**src/rtl/cam_pkg.sv**
```systemverilog
// rtl/cam_pkg.sv - shared types, mode codes and pixel conversion for the camera capture front end
package cam_pkg;

   localparam logic [1:0] MODE_RGB565 = 2'd0;
   localparam logic [1:0] MODE_GRAY   = 2'd1;
   localparam logic [1:0] MODE_RAW    = 2'd2;

   typedef enum logic {
      ST_WAIT_VS = 1'b0,
      ST_FRAME   = 1'b1
   } state_t;

   // Expand 5/6/5 components to 8 bits by replicating their top bits.
   function automatic logic [23:0] rgb565_to_888(input logic [15:0] p);
      logic [4:0] r;
      logic [5:0] g;
      logic [4:0] b;
      r = p[15:11];
      g = p[10:5];
      b = p[4:0];
      return {r, r[4:2], g, g[5:4], b, b[4:2]};
   endfunction

   // Mode 3 is treated as RGB565.
   function automatic logic [23:0] convert_pixel(input logic [1:0] mode,
                                                 input logic [7:0] b0,
                                                 input logic [7:0] b1);
      case (mode)
         MODE_GRAY:   return {b0, b0, b0};
         MODE_RAW:    return {8'h00, b0, b1};
         MODE_RGB565: return rgb565_to_888({b0, b1});
         default:     return rgb565_to_888({b0, b1});
      endcase
   endfunction

endpackage

```
**src/rtl/cam_capture_stream_if.sv**
```systemverilog
// rtl/cam_capture_stream_if.sv - pixel stream bundle between capture front end and frame-buffer writer
//   valid : head pixel present          ready : consumer accepts head
//   data  : {R,G,B}                     x, y  : pixel coordinates
//   sof   : first pixel of frame        eol   : last kept pixel of line
interface cam_capture_stream_if #(
   parameter int X_W = 10,
   parameter int Y_W = 9
) ();
   import cam_pkg::*;

   logic           valid;
   logic           ready;
   logic [23:0]    data;
   logic [X_W-1:0] x;
   logic [Y_W-1:0] y;
   logic           sof;
   logic           eol;

   modport master (output valid, data, x, y, sof, eol, input ready);
   modport slave  (input valid, data, x, y, sof, eol, output ready);

endinterface

```
**src/rtl/cam_sync_fifo.sv**
```systemverilog
// rtl/cam_sync_fifo.sv - first-word-fall-through FIFO holding captured pixel entries
//   push/wdata : write side, ignored when full unless a pop happens in the same cycle
//   pop        : consume head, ignored when empty
//   rdata      : current head (valid while ~empty)
//   empty/full : occupancy flags
module cam_sync_fifo
   import cam_pkg::*;
#(
   parameter int WIDTH = 8,
   parameter int DEPTH = 16
) (
   input  logic             clk,
   input  logic             rst_n,
   input  logic             push,
   input  logic [WIDTH-1:0] wdata,
   input  logic             pop,
   output logic [WIDTH-1:0] rdata,
   output logic             empty,
   output logic             full
);

   localparam int AW = $clog2(DEPTH);

   logic [WIDTH-1:0] mem [DEPTH];
   logic [AW:0]      wr_ptr;
   logic [AW:0]      rd_ptr;
   logic             do_push;
   logic             do_pop;

   // Extra pointer bit distinguishes full from empty when the indices match.
   assign empty   = (wr_ptr == rd_ptr);
   assign full    = (wr_ptr[AW] != rd_ptr[AW]) && (wr_ptr[AW-1:0] == rd_ptr[AW-1:0]);
   assign do_pop  = pop & ~empty;
   assign do_push = push & (~full | do_pop);
   assign rdata   = mem[rd_ptr[AW-1:0]];

   always_ff @(posedge clk) begin
      if (do_push) mem[wr_ptr[AW-1:0]] <= wdata;
   end

   always_ff @(posedge clk or negedge rst_n) begin
      if (!rst_n) begin
         wr_ptr <= '0;
         rd_ptr <= '0;
      end else begin
         if (do_push) wr_ptr <= wr_ptr + 1'b1;
         if (do_pop)  rd_ptr <= rd_ptr + 1'b1;
      end
   end

endmodule

```
**src/rtl/cam_capture_stream.sv**
```systemverilog
// rtl/cam_capture_stream.sv - oversampling camera capture, pixel assembly, crop/decimate and output stream
//   clk, rst_n          : system clock (>= 3x PCLK), async active-low reset
//   cam_pclk/hsync/vsync/data : raw camera port, sampled as data
//   mode, decim_en      : format select and 2:1 decimation, latched at each VSYNC rise
//   pix (master)        : pixel stream with coordinates, sof and eol
//   frame_done          : one-cycle pulse at VSYNC rise ending a captured frame
//   overflow, overflow_clr : sticky drop flag and its clear (set wins)
module cam_capture_stream
   import cam_pkg::*;
#(
   parameter int H_ACTIVE   = 640,
   parameter int V_ACTIVE   = 480,
   parameter int X_W        = 10,
   parameter int Y_W        = 9,
   parameter int FIFO_DEPTH = 16
) (
   input  logic                        clk,
   input  logic                        rst_n,
   input  logic                        cam_pclk,
   input  logic                        cam_hsync,
   input  logic                        cam_vsync,
   input  logic [7:0]                  cam_data,
   input  logic [1:0]                  mode,
   input  logic                        decim_en,
   cam_capture_stream_if.master        pix,
   output logic                        frame_done,
   output logic                        overflow,
   input  logic                        overflow_clr
);

   localparam int ENTRY_W = 26 + X_W + Y_W;
   localparam logic [X_W:0]   H_LIM   = (X_W+1)'(H_ACTIVE);
   localparam logic [Y_W:0]   V_LIM   = (Y_W+1)'(V_ACTIVE);
   localparam logic [X_W-1:0] H_EOL   = X_W'(H_ACTIVE - 1);
   localparam logic [X_W-1:0] H_EOL_D = X_W'(H_ACTIVE - 2);

   // Synchronisers: index 0 is the first stage.
   logic [2:0] pclk_sync;
   logic [2:0] hs_sync;
   logic [2:0] vs_sync;
   logic [7:0] data_s1, data_s2, data_s3;

   logic pe, vs_rise, hs_fall, href;
   logic [7:0] byte_in;

   state_t state, state_next;
   logic   frame_done_next;
   logic   capture;

   logic [1:0]     mode_q;
   logic           decim_q;
   logic           phase;
   logic [7:0]     b0;
   logic [X_W-1:0] x;
   logic [Y_W-1:0] y;
   logic           line_bytes;

   logic           keep;
   logic [X_W-1:0] x_inc, x_out;
   logic [Y_W-1:0] y_inc, y_out;
   logic           eol_now;

   logic               stg_valid;
   logic [ENTRY_W-1:0] stg_entry;
   logic [ENTRY_W-1:0] head;
   logic               fifo_empty, fifo_full, pop, ovf_set;

   // Data and HREF are taken from the third stage so they reflect the
   // camera bus just before PCLK was seen rising.
   assign pe      = pclk_sync[1] & ~pclk_sync[2];
   assign vs_rise = vs_sync[1] & ~vs_sync[2];
   assign hs_fall = hs_sync[2] & ~hs_sync[1];
   assign href    = hs_sync[2];
   assign byte_in = data_s3;

   always_ff @(posedge clk or negedge rst_n) begin
      if (!rst_n) begin
         pclk_sync <= '0;
         hs_sync   <= '0;
         vs_sync   <= '0;
         data_s1   <= '0;
         data_s2   <= '0;
         data_s3   <= '0;
      end else begin
         pclk_sync <= {pclk_sync[1:0], cam_pclk};
         hs_sync   <= {hs_sync[1:0], cam_hsync};
         vs_sync   <= {vs_sync[1:0], cam_vsync};
         data_s1   <= cam_data;
         data_s2   <= data_s1;
         data_s3   <= data_s2;
      end
   end

   always_ff @(posedge clk or negedge rst_n) begin
      if (!rst_n) state <= ST_WAIT_VS;
      else        state <= state_next;
   end

   always_comb begin
      state_next      = state;
      frame_done_next = 1'b0;
      case (state)
         ST_WAIT_VS: if (vs_rise) state_next = ST_FRAME;
         ST_FRAME:   if (vs_rise) frame_done_next = 1'b1;
         default:    state_next = ST_WAIT_VS;
      endcase
   end

   assign capture = (state == ST_FRAME);

   always_comb begin
      keep    = ({1'b0, x} < H_LIM) && ({1'b0, y} < V_LIM) &&
                (!decim_q || (!x[0] && !y[0]));
      x_inc   = (x == '1) ? x : x + 1'b1;
      y_inc   = (y == '1) ? y : y + 1'b1;
      x_out   = decim_q ? {1'b0, x[X_W-1:1]} : x;
      y_out   = decim_q ? {1'b0, y[Y_W-1:1]} : y;
      eol_now = decim_q ? (x == H_EOL_D) : (x == H_EOL);
   end

   // VSYNC rise outranks HREF fall, which outranks a byte strobe, so an
   // aborted line never leaks a half-built pixel.
   always_ff @(posedge clk or negedge rst_n) begin
      if (!rst_n) begin
         mode_q     <= MODE_RGB565;
         decim_q    <= 1'b0;
         phase      <= 1'b0;
         b0         <= '0;
         x          <= '0;
         y          <= '0;
         line_bytes <= 1'b0;
         stg_valid  <= 1'b0;
         stg_entry  <= '0;
         frame_done <= 1'b0;
         overflow   <= 1'b0;
      end else begin
         frame_done <= frame_done_next;
         stg_valid  <= 1'b0;
         if (vs_rise) begin
            mode_q     <= mode;
            decim_q    <= decim_en;
            phase      <= 1'b0;
            x          <= '0;
            y          <= '0;
            line_bytes <= 1'b0;
         end else if (capture && hs_fall) begin
            phase      <= 1'b0;
            x          <= '0;
            if (line_bytes) y <= y_inc;
            line_bytes <= 1'b0;
         end else if (capture && pe && href) begin
            line_bytes <= 1'b1;
            phase      <= ~phase;
            if (!phase) begin
               b0 <= byte_in;
            end else begin
               x         <= x_inc;
               stg_valid <= keep;
               stg_entry <= {(x == '0) && (y == '0), eol_now, y_out, x_out,
                             convert_pixel(mode_q, b0, byte_in)};
            end
         end
         if (ovf_set)           overflow <= 1'b1;
         else if (overflow_clr) overflow <= 1'b0;
      end
   end

   assign pop     = ~fifo_empty & pix.ready;
   assign ovf_set = stg_valid & fifo_full & ~pop;

   cam_sync_fifo #(
      .WIDTH (ENTRY_W),
      .DEPTH (FIFO_DEPTH)
   ) u_fifo (
      .clk   (clk),
      .rst_n (rst_n),
      .push  (stg_valid),
      .wdata (stg_entry),
      .pop   (pop),
      .rdata (head),
      .empty (fifo_empty),
      .full  (fifo_full)
   );

   // Gate the head so the stream outputs read zero while nothing is queued.
   always_comb begin
      pix.valid = ~fifo_empty;
      pix.data  = fifo_empty ? '0 : head[23:0];
      pix.x     = fifo_empty ? '0 : head[24 +: X_W];
      pix.y     = fifo_empty ? '0 : head[24 + X_W +: Y_W];
      pix.eol   = fifo_empty ? 1'b0 : head[ENTRY_W-2];
      pix.sof   = fifo_empty ? 1'b0 : head[ENTRY_W-1];
   end

endmodule

```
**src/flat_wrapper.sv**
```systemverilog
// flat-port wrapper written by rule: the top's interface ports become plain ports
module cam_capture_stream_flat import cam_pkg::*;
#(
   parameter int H_ACTIVE   = 640,
   parameter int V_ACTIVE   = 480,
   parameter int X_W        = 10,
   parameter int Y_W        = 9,
   parameter int FIFO_DEPTH = 16
)
  (clk, rst_n, cam_pclk, cam_hsync, cam_vsync, cam_data, mode, decim_en, frame_done, overflow, overflow_clr, pix_valid, pix_data, pix_x, pix_y, pix_sof, pix_eol, pix_ready);
  cam_capture_stream_if #(.X_W(X_W), .Y_W(Y_W)) pix_i ();
  input  logic clk;
  input  logic rst_n;
  input  logic cam_pclk;
  input  logic cam_hsync;
  input  logic cam_vsync;
  input  logic [7:0] cam_data;
  input  logic [1:0] mode;
  input  logic decim_en;
  output logic frame_done;
  output logic overflow;
  input  logic overflow_clr;
  output wire logic [$bits(pix_i.valid)-1:0] pix_valid;
  output wire logic [$bits(pix_i.data)-1:0] pix_data;
  output wire logic [$bits(pix_i.x)-1:0] pix_x;
  output wire logic [$bits(pix_i.y)-1:0] pix_y;
  output wire logic [$bits(pix_i.sof)-1:0] pix_sof;
  output wire logic [$bits(pix_i.eol)-1:0] pix_eol;
  input wire logic [$bits(pix_i.ready)-1:0] pix_ready;
  assign pix_valid = pix_i.valid;
  assign pix_data = pix_i.data;
  assign pix_x = pix_i.x;
  assign pix_y = pix_i.y;
  assign pix_sof = pix_i.sof;
  assign pix_eol = pix_i.eol;
  assign pix_i.ready = pix_ready;
  cam_capture_stream #(.H_ACTIVE(H_ACTIVE), .V_ACTIVE(V_ACTIVE), .X_W(X_W), .Y_W(Y_W), .FIFO_DEPTH(FIFO_DEPTH)) u_core (.clk(clk), .rst_n(rst_n), .cam_pclk(cam_pclk), .cam_hsync(cam_hsync), .cam_vsync(cam_vsync), .cam_data(cam_data), .mode(mode), .decim_en(decim_en), .pix(pix_i), .frame_done(frame_done), .overflow(overflow), .overflow_clr(overflow_clr));
endmodule
```
**config.mk**
```make
export PLATFORM = sky130hd
export DESIGN_NAME = cam_capture_stream_flat
export DESIGN_NICKNAME = d
export VERILOG_FILES = /design/src/rtl/cam_pkg.sv /design/src/rtl/cam_capture_stream_if.sv /design/src/rtl/cam_sync_fifo.sv /design/src/rtl/cam_capture_stream.sv /design/src/flat_wrapper.sv
export SDC_FILE = /design/constraint.sdc
export NUM_CORES = 1
export LEC_CHECK = 0
export ABC_CLOCK_PERIOD_IN_PS = 8300
export BUFFER_PORTS_ARGS = -buffer_cell sky130_fd_sc_hd__buf_2
export CORE_MARGIN = 3
export CORE_UTILIZATION = 45
export CTS_CLUSTER_SIZE = 12
export DETAILED_ROUTE_END_ITERATION = 8
export GPL_TIMING_DRIVEN = 0
export SLEW_MARGIN = 20
export SYNTH_ARGS = -nofsm -noshare
export SYNTH_HDL_FRONTEND = slang
export SYNTH_HIERARCHICAL = 1
export SYNTH_SLANG_ARGS = --single-unit
export TNS_END_PERCENT = 10
```
**constraint.sdc**
```tcl
create_clock -name clk -period 8.3 [get_ports clk]
set_clock_uncertainty 0.1 [all_clocks]
set_input_delay 1.66 -clock clk [delete_from_list [all_inputs] [get_ports clk]]
set_output_delay 1.66 -clock clk [all_outputs]
set_load 0.1 [all_outputs]
```
After elaboration in Yosys (flattened, before gate mapping)
Memories as Yosys holds them, arrays and structs flattened.
Cells that the tools add are included.
W data, S select, Z words.

storage, ports and cells
  output and inout port bits = 48
  memories kept = 1
  RAM bits = 720
  flip-flop bits (word level) = 124

cells by class
  equality and inequality tests = 11
  magnitude comparators = 2
  reductions and logical operators = 23
  bitwise gates (word level) = 18
  multiplexer cells = 35
  add/sub/neg operators = 4

memory list
  name               depth  bits a word  read ports  clocked after memory_dff  write ports  RTL line             text
  u_core.u_fifo.mem  16     45           1           0                         1            cam_sync_fifo.sv:24  logic [WIDTH-1:0] mem [DEPTH];

operators with widths
  cell                     count
  $mux W10                 7
  $mux W9                  6
  $pmux W24 S2             1
  $eq A10 B10 Y1 const B   3
  $mux W24                 1
  $mux W1                  20
  $add A10 B1 Y10 const B  1
  $add A5 B1 Y5 const B    2
  $logic_not A10 Y1        1
  $lt A10 B10 Y1 const B   1
  $add A9 B1 Y9 const B    1
  $eq A9 B9 Y1 const B     1
  $logic_not A9 Y1         1
  $lt A9 B9 Y1 const B     1
  $not A1 Y1               9
  $and A1 B1 Y1            8
  $logic_and A1 B1 Y1      8
  $reduce_and A4 Y1        2
  $reduce_and A3 Y1        2
  $reduce_bool A2 Y1       3
  $reduce_bool A3 Y1       2
  $eq A5 B5 Y1             1
  $eq A4 B4 Y1             1
  $logic_not A1 Y1         3
  7 further kinds          7

Logic depth before layout (Yosys ltp)
Gate-level depths: netlist of run 1.

  word-level depth = 8
  mapped depth = 11

By module
The synthesis of run 1 kept the hierarchy.

by module, submodules not included
  module              seq. area each (µm²)  area each (µm²)  times used  cells each
  cam_sync_fifo       21,871.0              27,575.2         1           1,171
  cam_capture_stream  2,852.7               5,032.3          1           482

Least setup slack after synthesis of run 1
Ideal clock, no wire load.

  path type = in2reg
  start point = input pix_ready
  end point = memory u_core/u_fifo/mem[11][0] in the netlist's numbering (enable)
  stages = 3
  data arrival time = 5.579 ns
  path slack = 2.108 ns
  setup time = 0.513 ns
  required time = 7.687 ns
  path buffers = 0
  path through = nor2b_1 -> o311ai_2 -> nor3b_1

on the way
  word-level cells in the longest chain between the ends = 6

ends and longest elaborated chain
  element                        RTL line                   text
  from (decl)                    flat_wrapper.sv:29         input wire logic [$bits(pix_i.ready)-1:0] pix_ready;
  $and A1 B1 Y1                  cam_capture_stream.sv:168  assign pop = ~fifo_empty & pix.ready;
  $and A1 B1 Y1                  cam_sync_fifo.sv:33        assign do_pop = pop & ~empty;
  $or A1 B1 Y1                   cam_sync_fifo.sv:34        assign do_push = push & (~full | do_pop);
  $and A1 B1 Y1                  cam_sync_fifo.sv:34
  $mux W1                        cam_sync_fifo.sv:38        if (do_push) mem[wr_ptr[AW-1:0]] <= wdata;
  $mux W1 (not written as such)  cam_sync_fifo.sv:38
  to (decl)                      cam_sync_fifo.sv:24

Every way passes these cells.

Final worst setup path of run 1
  start point = register u_core.u_fifo.rd_ptr[3]
  end point = output pix_x[9]

on the way
  word-level cells in the longest chain between the ends = 2
  elaborated cells between the ends (all ways) = 3
  classes of those cells = 1 x eq/ne; 1 x mux; 1 x memory

ends and longest elaborated chain
  element                 RTL line                   text
  from (decl)             cam_sync_fifo.sv:26        logic [AW:0] rd_ptr;
  from (signal assigned)  cam_sync_fifo.sv:47        if (do_pop) rd_ptr <= rd_ptr + 1'b1;
  $mem_v2 Z16 W45         --
  net u_core.head[33]     cam_capture_stream.sv:65   logic [ENTRY_W-1:0] head;
  $mux W10                cam_capture_stream.sv:189  pix.x = fifo_empty ? '0 : head[24 +: X_W];
  to (decl)               flat_wrapper.sv:25         output wire logic [$bits(pix_i.x)-1:0] pix_x;

The timed path passes the listed nets, and every way through them passes these cells.

==> results of run 1 <==
## worst max-delay path: stages (launching register included)
cell and delay [ns]:
dfrtp_1 0.32, clkbuf_2 0.18, and2_1 0.14, clkbuf_1 0.73, clkbuf_1 0.65, a22oi_1 0.21
nand2_1 0.09, nor2b_1 0.40, buf_2 0.52
## Yosys cell counts (7+ instances only)
master	instances	area [µm²]
a21oi_1	15	75.1
a22oi_1	100	751
and3_1	19	119
buf_1	11	41.3
buf_2	22	110
buf_4	10	75.1
buf_6	11	124
clkbuf_1	43	161
dfrtp_1	124	3100
edfxtp_1	720	21600
ha_1	12	150
inv_1	14	52.6
mux2_2	9	101
mux2i_1	18	180
mux4_2	180	4050
nand2_1	111	417
nand3_1	11	55.1
nand4_1	10	62.6
nor2_1	22	82.6
nor2b_1	56	350
o21ai_0	52	260
o31ai_1	7	52.6
xnor2_1	14	123
## routing by layer
layer	vias to the layer above	routed length, µm	GRT usage [%]
met5	-	0	0
met2	520	38900	35.3
met1	8822	31900	28.3
met3	121	4010	3.37
li1	7075	-	-
met4	0	1830	5.53
## final cells by class
| cell class | instances | area [µm²] | area share [%] |
|---|---|---|---|
| Buffer | 99 | 523 | 1.39 |
| Tap cell | 950 | 1190 | 3.16 |
| Antenna cell | 2 | 5.00 | 0.0133 |
| Inverter | 14 | 52.6 | 0.140 |
| Multi-Input combinational cell | 696 | 7400 | 19.7 |
| Timing Repair Buffer | 97 | 906 | 2.41 |
| Sequential cell | 844 | 24700 | 65.8 |
| Clock inverter | 17 | 166 | 0.443 |
| Clock buffer | 146 | 2600 | 6.93 |
## worst paths after layout
path / end / slack, ns
min reg2reg: u_core/byte_in[6] / 0.25
min in group asynchronous: u_core/phase / 0.85
min: u_core/byte_in[6] / 0.25
max: pix_x[9] / 2.65
max in group asynchronous: u_core/data_s1[5] / 6.52
max reg2reg: u_core/u_fifo/mem[3][28] / 4.21
## cell families after synthesis
group	after synthesis	share of synthesized area, %
multiplexers	208	13.3
AND/OR/NAND/NOR	266	4.14
adder cells (fa/ha/maj)	12	0.460
AO/OA/AOI/OAI	190	3.95
XOR/XNOR	20	0.537
flip-flops	844	75.8
buffers and inverters	113	1.76
## report_power, final
group          leakage (µW)  switching [µW]  internal (µW)  total (µW)
Sequential          0.00816             133           4720        4850
Combinational       0.00319            3240           1230        4470
Clock               0.00135            1550           2200        3750
Total                0.0127            4930           8140       13100
## per-stage QoR
stage	util [%]	setup WS, ns	setup TNS (ns)
floorplan	-	2.11	0
global placement	47.6	-2.20	-184.28
detailed placement	48.6	3.30	0
CTS	52.5	2.60	0
global route	52.5	2.50	0
finish	52.5	2.65	0
## sequential cells by signal (all words and copies together), names as in the netlist, 5 cells and up
register              count
u_core/u_fifo/mem       720
u_core/stg_entry         45
u_core/x                 10
u_core/y                  9
u_core/b0                 8
u_core/byte_in            8
u_core/data_s1            8
u_core/data_s2            8
u_core/u_fifo/rd_ptr      5
u_core/u_fifo/wr_ptr      5
==> metrics.md, run 1 <==
| Metric | Value |
|---|---|
| Outcome | `completed` |
| Critical path origin | `u_core/u_fifo/rd_ptr[3]` |
| Cts bufs inserted | `88` |
| Hold Crit Depth | `0` |
| Cells after DPL | `2700` |
| Worst Reg-to-Reg Cells | `12` |
| CP Class | `reg2out` |
| Final std cells w/o fill | `2865` |
| TritonRoute pass-1 iters | `5` |
| Mapped Cells | `1653` |
| Commonest non-fill, non-tap cells in the layout | `edfxtp_1, mux4_2, dfrtp_1, nand2_1, a22oi_1` |
| PwrDens | `348 mW/mm²` |
| Initial DRC count | `1541` |
| Core box area | `0.0716 mm²` |
| Remaining global-route overflow | `0` |
| Layout cell share with drive strength beyond 1 | `24.8%` |
| Tightest Pin Transition | `1.01 ns` |
| DRC violations left | `0` |
| Io pins | `66` |
| FFs w/ async S/R, synth | `14.7%` |
| Synth unique cells | `52` |
| Full die area | `0.0757 mm²` |
| Most common cell after layout, fill and taps aside | `edfxtp_1` |
| Post-route ant nets | `0` |
| MaxCap Viol Count | `0` |
| WP data required | `6.54 ns` |
| Relative slew slack | `32.6%` |
| WL final | `76700 µm` |
| Standard-cell row count | `98` |
| Hold/Removal Path Class | `reg2reg` |
| Sequential area share after synthesis | `75.8%` |
| Final Cell Area | `0.0376 mm²` |
| Via count | `16500` |
| FILL cells | `5722` |
| Leakage | `0.0127 µW` |
| Avg Inst Size Synth | `19.7 µm²` |
| Ys Warns | `6` |
| Slew Viols, Final | `0` |
| Number of vias per cell | `5.77` |
| Hold Crit Start | `u_core/data_s2[6]` |
| Synthesized cell area | `0.0326 mm²` |
| CP max FO | `10` |
| Post-synth top flop | `edfxtp_1` |
| Post-CTS Setup Bufs | `0` |
| Initial Utilization | `45.5%` |
| Crit path capture type | `output port` |
| Root buf cell | `clkbuf_16` |
| Port Buffers | `65` |
| Worst skew pair latency | `0.64 ns` |
| # setup viols final | `0` |
| Worst VDD drop | `0.582 mV` |
| Hold-fix buffers, CTS | `0` |
| FF+latch count, synth | `844` |
| Net count, final | `1870` |
| Die W | `275 µm` |
| Fin Hold WS | `0.247 ns` |
| Dpl cell area | `0.0348 mm²` |
| Minimum clock period | `5.65 ns` |
| RR Startpoint | `u_core/u_fifo/rd_ptr[0]` |
| Number of enable flip-flop cells after synthesis | `720` |
| Fmax | `0.177 GHz` |
| Final hold violation count | `0` |
| GPL Wtd Cong | `0.819` |
| Overall power | `13100 µW` |
| Crit start category | `flop` |
| Overall Global Routing Usage | `20.9%` |
| Vias in the first global route | `17100` |
| Initial antenna violation count | `1` |
| RSZ-0062 raised after global routing | `no` |
| Clock Sinks | `844` |
| Post_cts resized | `0` |
| CTS tree | `yes` |
| Worst EP arrival | `3.89 ns` |
| Synth-to-layout area growth | `15.2%` |
| First-pass GRT wire length | `115000 µm` |
| Final period util | `68.0%` |
| Wire length per cell | `26.8 µm` |
| Clock H-tree levels | `3` |
| Net Count, Synth | `1683` |
| Floorplan die height | `275 µm` |
| CTS max path bufs | `3` |
| Largest net degree at the start of global routing | `78` |
| DP HPWL | `47200 µm` |
| Clock slew at reported path FFs | `0.06 ns` |
Power figures use the tool's default switching activity.
==> inputs of run 2 (changes only) <==
--- a/config.mk
+++ b/config.mk
@@ -5,7 +5,8 @@
 export SDC_FILE = /design/constraint.sdc
 export NUM_CORES = 1
 export LEC_CHECK = 0
-export ABC_CLOCK_PERIOD_IN_PS = 8300
+export ABC_AREA = 1
+export ABC_CLOCK_PERIOD_IN_PS = 5400
 export BUFFER_PORTS_ARGS = -buffer_cell sky130_fd_sc_hd__buf_2
 export CORE_MARGIN = 3
 export CORE_UTILIZATION = 45
==> constraint.sdc (replaced) <==
create_clock -name clk -period 5.4 [get_ports clk]
set_clock_uncertainty 0.1 [all_clocks]
set_input_delay 1.08 -clock clk [delete_from_list [all_inputs] [get_ports clk]]
set_output_delay 1.08 -clock clk [all_outputs]
set_load 0.1 [all_outputs]
==> metrics.md, run 2 <==
| Metric | Value |
|---|---|
| Synth-to-layout area growth | `15.0%` |
| Commonest non-fill, non-tap cells in the layout | `edfxtp_1, nor2_1, nand2_1, o21ai_0, inv_1` |
| Standard-cell row count | `100` |
| Avg Inst Size Synth | `11.5 µm²` |
| RSZ-0062 raised after global routing | `no` |
| FILL cells | `6379` |
| Initial DRC count | `2253` |
| Net Count, Synth | `3015` |
| Relative slew slack | `22.5%` |
| Mapped Cells | `2985` |
| Worst Reg-to-Reg Cells | `16` |
| GPL Wtd Cong | `0.895` |
| Slew Viols, Final | `0` |
| CP Class | `reg2out` |
| Clock Sinks | `844` |
| CP cell instances | `inv_2, buf_2, buf_2, buf_2, nor2_1, o211ai_1, nand3_1, nand2_1, inv_1, nor2_1, buf_2` |
| CP max FO | `10` |
| CP peak stage delay | `0.52 ns` |
| # setup viols final | `0` |
| Crit path depth | `11` |
| Root buf cell | `clkbuf_16` |
| N_diodes | `0` |
| Overall Global Routing Usage | `23.8%` |
| Final hold violation count | `0` |
| Layout cell share with drive strength beyond 1 | `9.93%` |
| Commonest cells post-synth | `edfxtp_1, nor2_1, nand2_1, o21ai_0, inv_1` |
| Crit path capture | `pix_data[0]` |
| Synth unique cells | `34` |
| Worst skew pair latency | `0.62 ns` |
| Fmax | `0.196 GHz` |
| TritonRoute pass-1 iters | `5` |
| Worst VDD drop | `0.363 mV` |
| Remaining global-route overflow | `0` |
| PwrDens | `503 mW/mm²` |
| Net count, final | `3203` |
| Via count | `23700` |
| Clock H-tree levels | `3` |
| CP top delay family | `buffers and inverters` |
| Largest net degree at the start of global routing | `61` |
| Post-synth top flop | `edfxtp_1` |
| Tightest Pin Transition | `1.16 ns` |
| Floorplan die height | `282 µm` |
| Outcome | `completed` |
| Worst EP arrival | `3.92 ns` |
| Initial antenna violation count | `1` |
| Port Buffers | `65` |
| Flip-flop count of the largest register after layout | `720` |
| Top post-synthesis cells by area | `edfxtp_1, dfrtp_1, nor2_1, o21ai_0, nand2_1` |
| DP HPWL | `64900 µm` |
| Minimum clock period | `5.10 ns` |
| Worst r2r dst | `u_core/u_fifo/mem[3][36]` |
| WP data required | `4.22 ns` |
| FF+latch count, synth | `844` |
| CTS tree | `yes` |
| Vias in the first global route | `23100` |
| Post-synth top area share | `62.9%` |
| CP max stage cell | `buf_2` |
| Initial Utilization | `45.8%` |
| Critical path origin | `u_core/u_fifo/rd_ptr[0]` |
| Hold-fix buffers, CTS | `0` |
| Most area-hungry cell type in the Yosys netlist | `edfxtp_1` |
| First-pass GRT wire length | `142000 µm` |
| Cts bufs inserted | `87` |
| Seq. cell area | `0.0247 mm²` |
| RR Startpoint | `u_core/u_fifo/rd_ptr[2]` |
| Count leader, synth | `edfxtp_1` |
| Core box area | `0.0751 mm²` |
| Post-route ant nets | `0` |
| Area of the multi-input gates | `0.00837 mm²` |
| Ys Warns | `6` |
| CTS max path bufs | `3` |
| Hold/Removal Path Class | `in2async` |
| Crit start category | `flop` |
| Post_cts resized | `0` |
| Crit path capture type | `output port` |
| Post-CTS Setup Bufs | `0` |
| MaxCap Viol Count | `0` |
| Overall power | `19900 µW` |
| Number of vias per cell | `5.64` |
| Sequential area share after synthesis | `72.0%` |
| Full die area | `0.0797 mm²` |
| Setup TNS | `0 ns` |
| Top cell by count, worst path | `buf_2` |
| Final period util | `94.4%` |
| Die W | `282 µm` |
| FFs w/ async S/R, synth | `14.7%` |
| Worst path bufs/invs | `6` |
| Io pins | `66` |
| Synthesized cell area | `0.0344 mm²` |
| Setup slack, reg-to-reg | `0.92 ns` |
| Wire length per cell | `22.5 µm` |
| DRC violations left | `0` |
| Number of enable flip-flop cells after synthesis | `720` |
| WL final | `94700 µm` |
| Most common cell after layout, fill and taps aside | `edfxtp_1` |
| Clock slew at reported path FFs | `0.06 ns` |
| Leakage | `0.0147 µW` |
run 2: kinds of logic (layout without fill, tap and decap cells):
logic type | Yosys count | in the layout | synth area share [%]
AO/OA/AOI/OAI | 627 | 627 | 10.1
XOR/XNOR | 8 | 8 | 0.204
adder cells (fa/ha/maj) | 12 | 12 | 0.437
buffers and inverters | 328 | 576 | 4.04
flip-flops | 844 | 844 | 72.0
AND/OR/NAND/NOR | 1166 | 1166 | 13.3
run 2: per-layer routing:
| layer | track usage [%] | vias up | part of all wire, % | wire (µm) |
|---|---|---|---|---|
| li1 | - | 10700 | - | - |
| met1 | 32.5 | 11700 | 41 | 39000 |
| met2 | 39.2 | 1090 | 47 | 44800 |
| met3 | 4.03 | 157 | 9.0 | 8500 |
| met4 | 7.42 | 0 | 2.6 | 2420 |
| met5 | 0 | - | 0 | 0 |
run 2: worst min-delay path by stage:
stage	startpoint	endpoint	slack, ns	cells past startpoint
floorplan	u_core/data_s2[0]	u_core/byte_in[0]	0.23	0
global placement	u_core/data_s2[4]	u_core/byte_in[4]	0.23	0
detailed placement	u_core/data_s2[4]	u_core/byte_in[4]	0.23	0
CTS	rst_n	u_core/y[3]	0.18	1
global route	rst_n	u_core/y[3]	0.21	1
finish	rst_n	u_core/y[3]	0.22	1
run 2: area by class of cell:
class	count	share of cell area, %
clock inverters	24	0.478
clock buffers	125	6.08
plain buffers	173	2.05
inverters	155	1.47
flip-flops and latches	844	62.6
well taps	969	3.07
multi-input cells	1813	21.2
repair buffers	99	3.08
run 2: per-stage QoR:
stage	setup slack (ns)	hold WS, ns	cells	area [µm²]	util (%)
after floorplan	1.25	0.231	2985	34400	-
after global placement	-2.42	0.233	4019	35900	47.8
after detailed placement	0.968	0.235	4053	36900	49.2
after CTS	0.379	0.185	4202	39500	52.6
after global routing	0.323	0.209	4202	39500	52.6
final	0.303	0.220	4202	39500	52.6
run 2: worst reg2reg max path, stage by stage, from the launching register on:
cell      delay (ns)
dfrtp_1         0.36
buf_2           0.21
inv_2           0.41
nand2_1         0.11
nand2_1         0.08
nor2_1          0.07
nand3_1         0.09
inv_1           0.10
clkbuf_2        0.40
nor2_1          0.46
inv_1           0.11
nand4_2         0.19
nand2_2         0.10
buf_4           0.24
nor2_4          0.64
buf_16          0.28
buf_16          0.19
run 2: where the power goes:
| part | switching [µW] | leakage (µW) | internal (µW) |
|---|---|---|---|
| Combinational | 5470 | 0.00496 | 1430 |
| Clock | 2380 | 0.00126 | 3170 |
| Sequential | 211 | 0.00846 | 7220 |
| Total | 8060 | 0.0147 | 11800 |
==> inputs of run 3 (changes only) <==
--- a/config.mk
+++ b/config.mk
@@ -9,10 +9,12 @@
 export ABC_CLOCK_PERIOD_IN_PS = 5400
 export BUFFER_PORTS_ARGS = -buffer_cell sky130_fd_sc_hd__buf_2
 export CORE_MARGIN = 3
-export CORE_UTILIZATION = 45
+export CORE_UTILIZATION = 55
 export CTS_CLUSTER_SIZE = 12
 export DETAILED_ROUTE_END_ITERATION = 8
 export GPL_TIMING_DRIVEN = 0
+export PLACE_DENSITY = 0.71
+export SETUP_SLACK_MARGIN = 0.2
 export SLEW_MARGIN = 20
 export SYNTH_ARGS = -nofsm -noshare
 export SYNTH_HDL_FRONTEND = slang
==> metrics.md, run 3 (same netlist as run 2, synthesis figures left out) <==
| Metric | Value |
|---|---|
| Vias in the first global route | `23800` |
| Root buf cell | `clkbuf_16` |
| Fin Hold WS | `0.237 ns` |
| Overall Global Routing Usage | `28.3%` |
| Metal2 WL | `44200 µm` |
| Outcome | `completed` |
| Worst r2r dst | `u_core/u_fifo/mem[4][12]` |
| Util after Layout | `64.3%` |
| GPL Wtd Cong | `0.912` |
| Clock slew at reported path FFs | `0.06 ns` |
| Initial DRC count | `2809` |
| Post-route ant nets | `0` |
| Post_cts resized | `0` |
| Layout cell share with drive strength beyond 1 | `9.87%` |
| Leakage | `0.0147 µW` |
| CP max FO | `10` |
| WP data required | `4.22 ns` |
| RSZ-0062 raised after global routing | `no` |
| Critical path origin | `u_core/u_fifo/rd_ptr[1]` |
| CTS tree | `yes` |
| Tightest Pin Transition | `1.01 ns` |
| Commonest non-fill, non-tap cells in the layout | `edfxtp_1, nor2_1, nand2_1, o21ai_0, inv_1` |
| CTS max path bufs | `3` |
| Routed wl met3 | `10200 µm` |
| PwrDens | `506 mW/mm²` |
| Final Cell Area | `0.0393 mm²` |
| Largest net degree at the start of global routing | `72` |
| Overall power | `19900 µW` |
| # setup viols final | `0` |
| Core box area | `0.0610 mm²` |
| Post-CTS Setup Bufs | `0` |
| Relative slew slack | `32.5%` |
| Hold/Removal Path Class | `reg2reg` |
| Standard-cell row count | `90` |
| Cts bufs inserted | `87` |
| Crit start category | `flop` |
| TritonRoute pass-1 iters | `6` |
| Io pins | `66` |
| WL final | `93300 µm` |
| Worst VDD drop | `0.390 mV` |
| Number of vias per cell | `5.95` |
| Met1 WL | `35300 µm` |
| DP HPWL | `62300 µm` |
| Worst skew pair latency | `0.64 ns` |
| Clock H-tree levels | `3` |
| Hold Crit Start | `u_core/data_s1[0]` |
| Crit path capture | `pix_data[0]` |
| CP Class | `reg2out` |
| Clock Sinks | `844` |
| Die W | `256 µm` |
| Floorplan die height | `256 µm` |
| Dpl cell area | `0.0367 mm²` |
| Minimum clock period | `4.98 ns` |
| Initial antenna violation count | `2` |
| DRC violations left | `0` |
| Synth-to-layout area growth | `14.3%` |
| Slew Viols, Final | `0` |
| Most common cell after layout, fill and taps aside | `edfxtp_1` |
| Setup TNS | `0 ns` |
| RR Startpoint | `u_core/u_fifo/rd_ptr[2]` |
| First-pass GRT wire length | `140000 µm` |
| Final hold violation count | `0` |
| MaxCap Viol Count | `0` |
| Worst Reg-to-Reg Cells | `16` |
| Flip-flop count of the largest register after layout | `720` |
| Initial Utilization | `56.3%` |
| Wire length per cell | `22.9 µm` |
| Port Buffers | `65` |
| Full die area | `0.0655 mm²` |
| Crit path capture type | `output port` |
| Remaining global-route overflow | `0` |
| Setup slack, reg-to-reg | `0.99 ns` |
| Worst EP arrival | `3.80 ns` |
| Via count | `24200` |
| Highest routed layer | `met4` |
| Net count, final | `3202` |
| Fmax | `0.201 GHz` |
| Final period util | `92.2%` |
| Hold-fix buffers, CTS | `0` |
run 3: cell count changes in the layout (fill, tap and decap cells not counted), moves of 2 or more:
cell       change
bufinv_16      -2
clkinv_8       +3
diode_2        +4
buf_16         -6
buf_12         +5
clkinv_4       +2
clkbuf_1       +8
run 3: per-stage QoR:
stage	std cells	setup WS, ns
after floorplan	2985	1.25
after global placement	3878	-2.27
after detailed placement	3911	1.10
after CTS	4069	0.462
after global routing	4069	0.385
final	4073	0.423
run 3: metal layers:
metal	track usage (%)	up-vias
met4	12.2	0
met2	45.8	1429
met3	5.26	236
met5	0	-
met1	37.8	11800
li1	-	10800
run 3: final cells by class:
cell class / instances / area (µm²)
diodes: 4 / 10.0
plain buffers: 173 / 810
clock buffers: 133 / 2410
clock inverters: 25 / 178
fillers: 4549 / 21800
inverters: 155 / 582
multi-input cells: 1813 / 8370
flip-flops and latches: 844 / 24700
well taps: 828 / 1040
repair buffers: 98 / 1150
run 3: worst max-delay path, stage by stage (launching register included):
cell,delay [ns]
dfrtp_1,0.35
buf_4,0.23
buf_2,0.47
clkbuf_1,0.60
o21ai_0,0.20
o211ai_1,0.27
nand3_1,0.15
nand2_1,0.12
inv_1,0.04
nor2_1,0.21
buf_2,0.49
run 3: worst min path at each step:
stage / to / slack [ns] / cells after the start
2_1_floorplan: u_core/byte_in[0] / 0.23 / 0
3_3_place_gp: u_core/byte_in[7] / 0.23 / 0
3_5_place_dp: u_core/byte_in[3] / 0.24 / 0
4_1_cts: u_core/byte_in[7] / 0.25 / 0
5_1_grt: u_core/byte_in[6] / 0.25 / 0
6_report: u_core/data_s2[0] / 0.24 / 0
run 3: where the power goes:
group          switching, µW  leakage, µW  internal, µW  total, µW
Sequential               210      0.00846          7220       7430
Clock                   2410      0.00125          3080       5490
Combinational           5520      0.00493          1430       6950
